`config.mk`:
```
export PLATFORM = sky130hd
export DESIGN_NAME = hood_mode_ctrl
export DESIGN_NICKNAME = d
export VERILOG_FILES = /design/src/rtl/hood_mode_ctrl.sv
export SDC_FILE = /design/constraint.sdc
export NUM_CORES = 1
export LEC_CHECK = 0
export ABC_CLOCK_PERIOD_IN_PS = 2800
export CORE_MARGIN = 5
export CORE_UTILIZATION = 58
export DETAILED_ROUTE_END_ITERATION = 10
export GPL_TIMING_DRIVEN = 0
export PLACE_DENSITY = 0.91
export SLEW_MARGIN = 20
export SYNTH_ARGS = -nofsm -noshare
export SYNTH_HDL_FRONTEND = slang
export SYNTH_SLANG_ARGS = --single-unit
```
`constraint.sdc`:
```
create_clock -name clk -period 2.8 [get_ports clk]
set_input_delay 0.28 -clock clk [delete_from_list [all_inputs] [get_ports clk]]
set_output_delay 0.28 -clock clk [all_outputs]
set_load 0.1 [all_outputs]
```
`src/rtl/hood_mode_ctrl.sv`:
```
// Range-hood mode controller: turns panel button edges into operating state,
// fan level and the hurricane/cooldown countdown.
//
// state    | meaning
// ---------+----------------------------------------------
// OFF      | powered down, outputs idle
// STANDBY  | powered, fan stopped
// MENU     | level selection pending
// LV1/LV2  | steady fan level 1 / 2
// LV3      | hurricane, timed, falls back to LV2
// COOLDOWN | timed exit from LV3 at full fan, then STANDBY
module hood_mode_ctrl #(
   parameter int TICK_CYCLES   = 100_000_000,
   parameter int HURRICANE_SEC = 60,
   parameter int COOLDOWN_SEC  = 60
) (
   input  logic       clk,
   input  logic       rst,
   input  logic       on_off_btn,
   input  logic       menu_btn,
   input  logic       mode1_btn,
   input  logic       mode2_btn,
   input  logic       mode3_btn,
   output logic [2:0] state,
   output logic [1:0] fan_level,
   output logic [6:0] sec_left,
   output logic       hurricane_used
);

   localparam int             CW         = (TICK_CYCLES > 1) ? $clog2(TICK_CYCLES) : 1;
   localparam logic [CW-1:0]  TICK_LAST  = CW'(TICK_CYCLES - 1);
   localparam logic [6:0]     HURR_LOAD  = 7'(HURRICANE_SEC);
   localparam logic [6:0]     COOL_LOAD  = 7'(COOLDOWN_SEC);

   typedef enum logic [2:0] {
      ST_OFF      = 3'd0,
      ST_STANDBY  = 3'd1,
      ST_MENU     = 3'd2,
      ST_LV1      = 3'd3,
      ST_LV2      = 3'd4,
      ST_LV3      = 3'd5,
      ST_COOLDOWN = 3'd6
   } state_t;

   state_t        state_q, state_d;
   logic [1:0]    fan_q, fan_d;
   logic [6:0]    sec_q, sec_d;
   logic          hu_q, hu_d;
   logic [CW-1:0] cnt_q, cnt_d;
   logic [4:0]    btn, btn_q;
   logic          armed_q;
   logic [4:0]    edge_w, pick;
   logic          tick;

   // bit 4 = power (highest priority) down to bit 0 = mode3
   assign btn    = {on_off_btn, menu_btn, mode1_btn, mode2_btn, mode3_btn};
   // armed_q masks the first cycle after reset so a held button is not an edge
   assign edge_w = btn & ~btn_q & {5{armed_q}};
   assign tick   = (cnt_q == TICK_LAST);

   always_comb begin
      pick    = '0;
      pick[4] = edge_w[4];
      pick[3] = edge_w[3] & ~edge_w[4];
      pick[2] = edge_w[2] & ~|edge_w[4:3];
      pick[1] = edge_w[1] & ~|edge_w[4:2];
      pick[0] = edge_w[0] & ~|edge_w[4:1];
   end

   always_ff @(posedge clk or negedge rst) begin
      if (!rst) begin
         state_q <= ST_OFF;
         fan_q   <= 2'd0;
         sec_q   <= 7'd0;
         hu_q    <= 1'b0;
         cnt_q   <= '0;
         btn_q   <= '0;
         armed_q <= 1'b0;
      end else begin
         state_q <= state_d;
         fan_q   <= fan_d;
         sec_q   <= sec_d;
         hu_q    <= hu_d;
         cnt_q   <= cnt_d;
         btn_q   <= btn;
         armed_q <= 1'b1;
      end
   end

   always_comb begin
      state_d = state_q;
      sec_d   = sec_q;
      hu_d    = hu_q;
      cnt_d   = tick ? '0 : cnt_q + 1'b1;
      if (state_q != ST_OFF && pick[4]) begin
         state_d = ST_OFF;
         sec_d   = 7'd0;
         hu_d    = 1'b0;
         cnt_d   = '0;
      end else begin
         case (state_q)
            ST_OFF: begin
               if (pick[4]) state_d = ST_STANDBY;
            end
            ST_STANDBY: begin
               if (pick[3]) state_d = ST_MENU;
            end
            ST_MENU: begin
               if (pick[3])      state_d = ST_STANDBY;
               else if (pick[2]) state_d = ST_LV1;
               else if (pick[1]) state_d = ST_LV2;
               else if (pick[0] && !hu_q) begin
                  state_d = ST_LV3;
                  hu_d    = 1'b1;
                  sec_d   = HURR_LOAD;
                  cnt_d   = '0;
               end
            end
            ST_LV1, ST_LV2: begin
               if (pick[3])      state_d = ST_STANDBY;
               else if (pick[2]) state_d = ST_LV1;
               else if (pick[1]) state_d = ST_LV2;
            end
            ST_LV3: begin
               if (pick[3]) begin
                  state_d = ST_COOLDOWN;
                  sec_d   = COOL_LOAD;
                  cnt_d   = '0;
               end else if (tick && sec_q != 7'd0) begin
                  sec_d = sec_q - 7'd1;
                  if (sec_q == 7'd1) state_d = ST_LV2;
               end
            end
            ST_COOLDOWN: begin
               if (tick && sec_q != 7'd0) begin
                  sec_d = sec_q - 7'd1;
                  if (sec_q == 7'd1) state_d = ST_STANDBY;
               end
            end
            default: begin
               state_d = ST_OFF;
               sec_d   = 7'd0;
               hu_d    = 1'b0;
            end
         endcase
      end
   end

   always_comb begin
      fan_d = 2'd0;
      case (state_d)
         ST_LV1:                  fan_d = 2'd1;
         ST_LV2:                  fan_d = 2'd2;
         ST_LV3, ST_COOLDOWN:     fan_d = 2'd3;
         default:                 fan_d = 2'd0;
      endcase
   end

   assign state          = state_q;
   assign fan_level      = fan_q;
   assign sec_left       = sec_q;
   assign hurricane_used = hu_q;

endmodule

```
==> Yosys cells after proc, flatten, opt, wreduce, memory -nomap -nowiden <==
Index checks and enable logic that the tools add are counted.
W data, S select, Z words.
{ "totals": {"ff_bits": 46, "latchBits": 0, "mem_bits_rw": 0, "romBits": 0, "input_bits": 7, "output_inout_bits": 13, "word_cells": 93, "n_memories": 0} }
{ "op_classes": {"addsub": 2, "multipliers": 0, "n_div": 0, "magnitude_cmp": 0, "eq_ne": 18, "shift": 0, "mux": 39, "bitwise": 8, "n_reduce_logical": 19} }
{ "ops": {"columns": ["cell", "n"], "rows": [
  ["$mux W27", 7],
  ["$pmux W27 S2", 1],
  ["$mux W7", 7],
  ["$mux W3", 15],
  ["$pmux W7 S4", 1],
  ["$add A27 B1 Y27 const B", 1],
  ["$eq A27 B27 Y1 const B", 1],
  ["$eq A3 B3 Y1 const B", 6],
  ["$pmux W3 S6", 1],
  ["$ne A3 B3 Y1 const B", 4],
  ["$and A5 B5 Y5", 2],
  ["$reduce_and A5 Y1", 2],
  ["$eq A3 B2 Y1 const B", 3],
  ["$reduce_or A4 Y1", 2],
  ["$eq A7 B1 Y1 const B", 1],
  ["$reduce_bool A7 Y1", 1],
  ["$sub A7 B1 Y7 const B", 1],
  ["$pmux W2 S3", 1],
  ["$reduce_or A2 Y1", 3],
  ["$reduce_or A6 Y1", 1],
  ["$mux W1", 5],
  ["$not A5 Y5", 1],
  ["$and A1 B1 Y1", 4],
  ["$logic_not A1 Y1", 4],
  ["8 further kinds", 11]
]} }

==> Depth between registers and ports, before layout <==
{ "logic_depth": {"depth_word": 16, "depth_mapped": 7} }

==> Worst setup path before layout <==
OpenSTA, ideal clock, no wires.
{ "synth_path": {"kind": "register to register", "startpoint": "register sec_q[0] (netlist: sec_left[0])", "endpoint": "register sec_q[5] (netlist: sec_left[5])", "arrival_time_ps": 2789, "slack_ps": -127, "stages_incl_launch_ff": 8, "path_buffers": 0, "period_less_slack_ps": 2927, "path_cell_list": "dfrtp_1 inv_1 ha_1 nor3b_1 or4_4 or4_4 o311ai_0 nand3_1"} }
{ "synth_via": {"elab_chain_len": 6} }
{ "synth_rtl": {"columns": ["element", "line", "text"], "rows": [
  ["from (decl)", "47", "logic [6:0] sec_q, sec_d;"],
  ["from (signal assigned)", "74", "sec_q <= 7'd0;"],
  ["from (signal assigned)", "82", "sec_q <= sec_d;"],
  ["branches (longest 2 deep; another with $sub A7 B1 Y7)", null, null],
  ["$mux W7 (*)", "129, 135", null],
  ["$mux W7", "125", "if (pick[3]) begin"],
  ["$pmux W7 S4 (*)", "101", "case (state_q)"],
  ["$mux W7 (*)", "95", "if (state_q != ST_OFF && pick[4]) begin"]
]} }
Mark *: on every way between the ends.
A chain may end at the register's enable or synchronous reset.

==> Worst setup path after layout <==
{ "layout_path": {"startpoint": "register sec_q[4] (netlist: sec_left[4])", "endpoint": "register fan_q[0] (netlist: fan_level[0])"} }
{ "layout_via": {"elab_chain_len": 9} }
{ "layout_rtl": {"columns": ["element", "line", "text"], "rows": [
  ["$eq A7 B1 Y1 / $reduce_bool A7 Y1 (equally long branches)", null, null],
  ["$mux W3 / $logic_and A1 B1 Y1 (equally long branches)", "131, 129, 135", null],
  ["$mux W3", "129", "end else if (tick && sec_q != 7'd0) begin"],
  ["$mux W3", "125", null],
  ["$pmux W3 S6 (*)", "101", null],
  ["$mux W3 (*)", "95", null],
  ["$eq A3 B3 Y1", "151", "case (state_d)"],
  ["$reduce_or A2 Y1", "151", null],
  ["$pmux W2 S3 (*)", "151", null],
  ["via fan_d[0]", "46", "logic [1:0] fan_q, fan_d;"],
  ["to (signal assigned)", "81", "fan_q <= fan_d;"],
  ["to (decl)", "46", null]
]} }
The timed path passes the listed nets; every way through them passes the cells marked *.

==> results.yml <==
finish:
  final_common_cell: "nor2_1"
  antenna_cells: 0
  drive_gt1_share_pct: 10.8
  area_growth_pct: 14.9
  final_cell_mix: "nor2_1, dfrtp_1, nand2_1, clkdlybuf4s50_1, o21ai_0"
  fin_util_pct: 68.6
  regArea_um2: 1160
  fill_cells: 332
  layout.nets: 325
  multi_input_area_um2: 1370
synthesis:
  avgSynthCellArea_um2: 9.12
  synth_edf_count: 0
  syn-cell-area_um2: 2600
  ys_ff_latch: 46
  yosys_warnings: 0
  syn_inst: 285
  yosysSeqAreaShare_pct: 44.3
  syn_nets: 296
  async_flop_share_pct: 100
  synth-main-ff-cell: "dfrtp_1"
  ys_types: 50
floorplanning:
  coreArea_um2: 4350
  io_pins: 20
  dieWidth_um: 77.0
  dieArea_um2: 5920
  fp.dieH_um: 77.0
  start_util_pct: 59.7
  fp-row-count: 24
timing:
  grt_setup_unrepaired: "no"
  finalCriticalPeriod_ns: 2.56
  slew_violations: 0
  period_share_pct: 91.3
  worst_slack_ns: 0.244
  fin_tns_setup_ns: 0
  slew_headroom_pct: 34.6
  fmax_ghz: 0.391
  setup_violations: 0
  final_hold_viol_count: 0
  worstMarginPinSlew_ns: 0.978
  finClkSkew_ns: 0.00896
critical_path:
  critPathLaunchType: "flop"
  arrival_ns: 2.77
  crit_type: "flop to flop"
  endpoint_kind: "flop"
  crit_chain: "or4_4 -> or4b_4 -> nor4_4 -> mux2i_1 -> a211oi_2 -> a211oi_1"
  crit_required_ns: 3.02
  cp_max_fo: 7
  cpPeakStageDelay_ns: 0.55
  rrSetupSlack_ns: 0.24
  cpMaxStageDelayCell: "or4_4"
outcome:
  status: "finished, final reports clean"
power:
  p_sw_w: 0.00104
  combPwrFrac_pct: 44.7
  pwr-share-clk_pct: 17.7
  power_w: 0.00230
  p_int_w: 0.00126
  swShare_pct: 45.4
  leakagePower_nw: 1.25
  p_per_area_nw_per_um2: 771
  vdd_ir_drop_max_mv: 0.769
  power.share.sequential_pct: 37.6
global_routing:
  grt_pass1_wl_um: 9660
  grt_pass1_vias: 2093
  grt_overflow_total: 0
  grt_max_degree: 32
  grt_antenna_before_repair: 0
  track_usage_pct: 19.7
clocking:
  cts_sinks: 46
  htreeDepth: 2
  clock_path_buffers: 2
  cts_tree: "built"
  cts_inserted_buffers: 5
  clkLatencyLatePin_ns: 0.31
  clk_pin_slew_ns: 0.09
  cts-root-buf: "clkbuf_8"
placed_design:
  place.gp.congestion: 0.938
  portBuffers: 19
  hpwl_um: 3970
  dp_slack_ns: -0.260
routing:
  wl_um: 5470
  post_drt_wl_per_cell_um: 14.9
  drc: 0
  ant_nets: 0
  vias: 2253
  drt_pass1_iterations: 4
  routed_via_density: 6.14
  initialDrtViolationCount: 128
run:
  maxCapViolCount: 0
hold_path:
  hold_path_class: "input pin to async pin"
-- state kept, by name, summed over array words and instances, names as in the netlist --
signal / count
armed_q: 1
btn_q: 5
cnt_q: 27
fan_level: 2
hurricane_used: 1
sec_left: 7
state: 3
-- per-stage QoR --
stage | hold slack (ns) | instance area [um2] | instances
global placement | 0.470 | 2860 | 356
finish | 0.418 | 2990 | 367
CTS | 0.424 | 2980 | 366
detailed placement | 0.226 | 2880 | 357
floorplan | -0.0156 | 2610 | 285
global route | 0.443 | 2990 | 367
-- cell usage after synthesis, types with 2 or more instances --
cell type	n	area, um2
clkbuf_1	2	7.51
a2bb2oi_1	2	17.5
xor2_1	13	114
inv_1	10	37.5
nor2_1	49	184
nor2b_1	6	37.5
nand2b_1	4	25.0
and2_1	2	12.5
buf_2	4	20.0
ha_1	4	50.1
o21a_1	4	30.0
buf_6	2	22.5
o311ai_0	2	17.5
or4_1	2	15.0
and3_1	3	18.8
o21ai_0	15	75.1
xnor2_1	12	105
nand3_1	12	60.1
nand2_1	21	78.8
nor3_1	8	40.0
o31ai_1	3	22.5
nor4_1	4	25.0
and4_1	5	43.8
dfrtp_1	46	1150
a211oi_1	3	22.5
nand4_1	8	50.1
nor3b_1	4	30.0
or4_4	3	33.8
or3_1	2	12.5
a21oi_1	10	50.1
-- worst paths after layout --
check,depth (start not counted),startpoint,to
setup / recovery,6,sec_left[4],fan_level[0]
hold / removal,2,rst,btn_q[0]
setup reg to reg,6,sec_left[4],fan_level[0]
hold reg to reg,1,cnt_q[0],cnt_q[0]
max in group asynchronous,3,rst,sec_left[0]
min in group clk,1,mode3_btn,btn_q[0]
-- worst max-delay path, delay by kind of cell (launching register included) --
kind	cells	cell delay (ns)
compound gates	2	0.31
mux	1	0.26
simple gates	3	1.44
flops	1	0.46
-- metal layers --
metal	global-route usage, %	routed length (um)	up-vias	share of wire (%)
li1	-	-	1069	-
met1	24.9	2390	1089	44
met2	31.8	2640	81	48
met3	3.98	274	14	5.0
met4	10.1	170	0	3.1
met5	0	0	-	0
-- logic make-up (layout without fill, tap and decap cells) --
family,after synthesis,after routing,share of synthesized area (%)
other cells,1,1,0.144
flops,46,46,44.3
mux,1,1,0.385
compound gates,51,51,13.2
xor+xnor,25,25,8.42
simple gates,139,139,28.3
buf+inv,18,48,3.37
fa+ha+maj,4,4,1.93
-- timing repair --
action	CTS	global route
hold endpoints to repair	15	0
endpoints found under the setup margin	0	21
hold buffers	1	0
buffers inserted	0	1
gates resized for setup	0	2
-- area by class of cell --
type / count / share of cell area (%)
Clock inverter: 3 / 0.712
Buffer: 8 / 1.68
Clock buffer: 5 / 2.30
Inverter: 10 / 1.26
Timing Repair Buffer: 22 / 7.45
Multi-Input combinational cell: 221 / 45.7
Tap cell: 52 / 2.18
Sequential cell: 46 / 38.7
-- power by group through the flow --
stage	sequential (W)	combinational (W)	clock, W
after floorplan	0.00121	0.000437	0
after global placement	0.000872	0.000993	0
after detailed placement	0.000879	0.00101	0
after CTS	0.000866	0.00102	0.000420
after global routing	0.000882	0.00110	0.000447
final	0.000866	0.00103	0.000408
No activity file was read; power rests on OpenSTA's default activity.
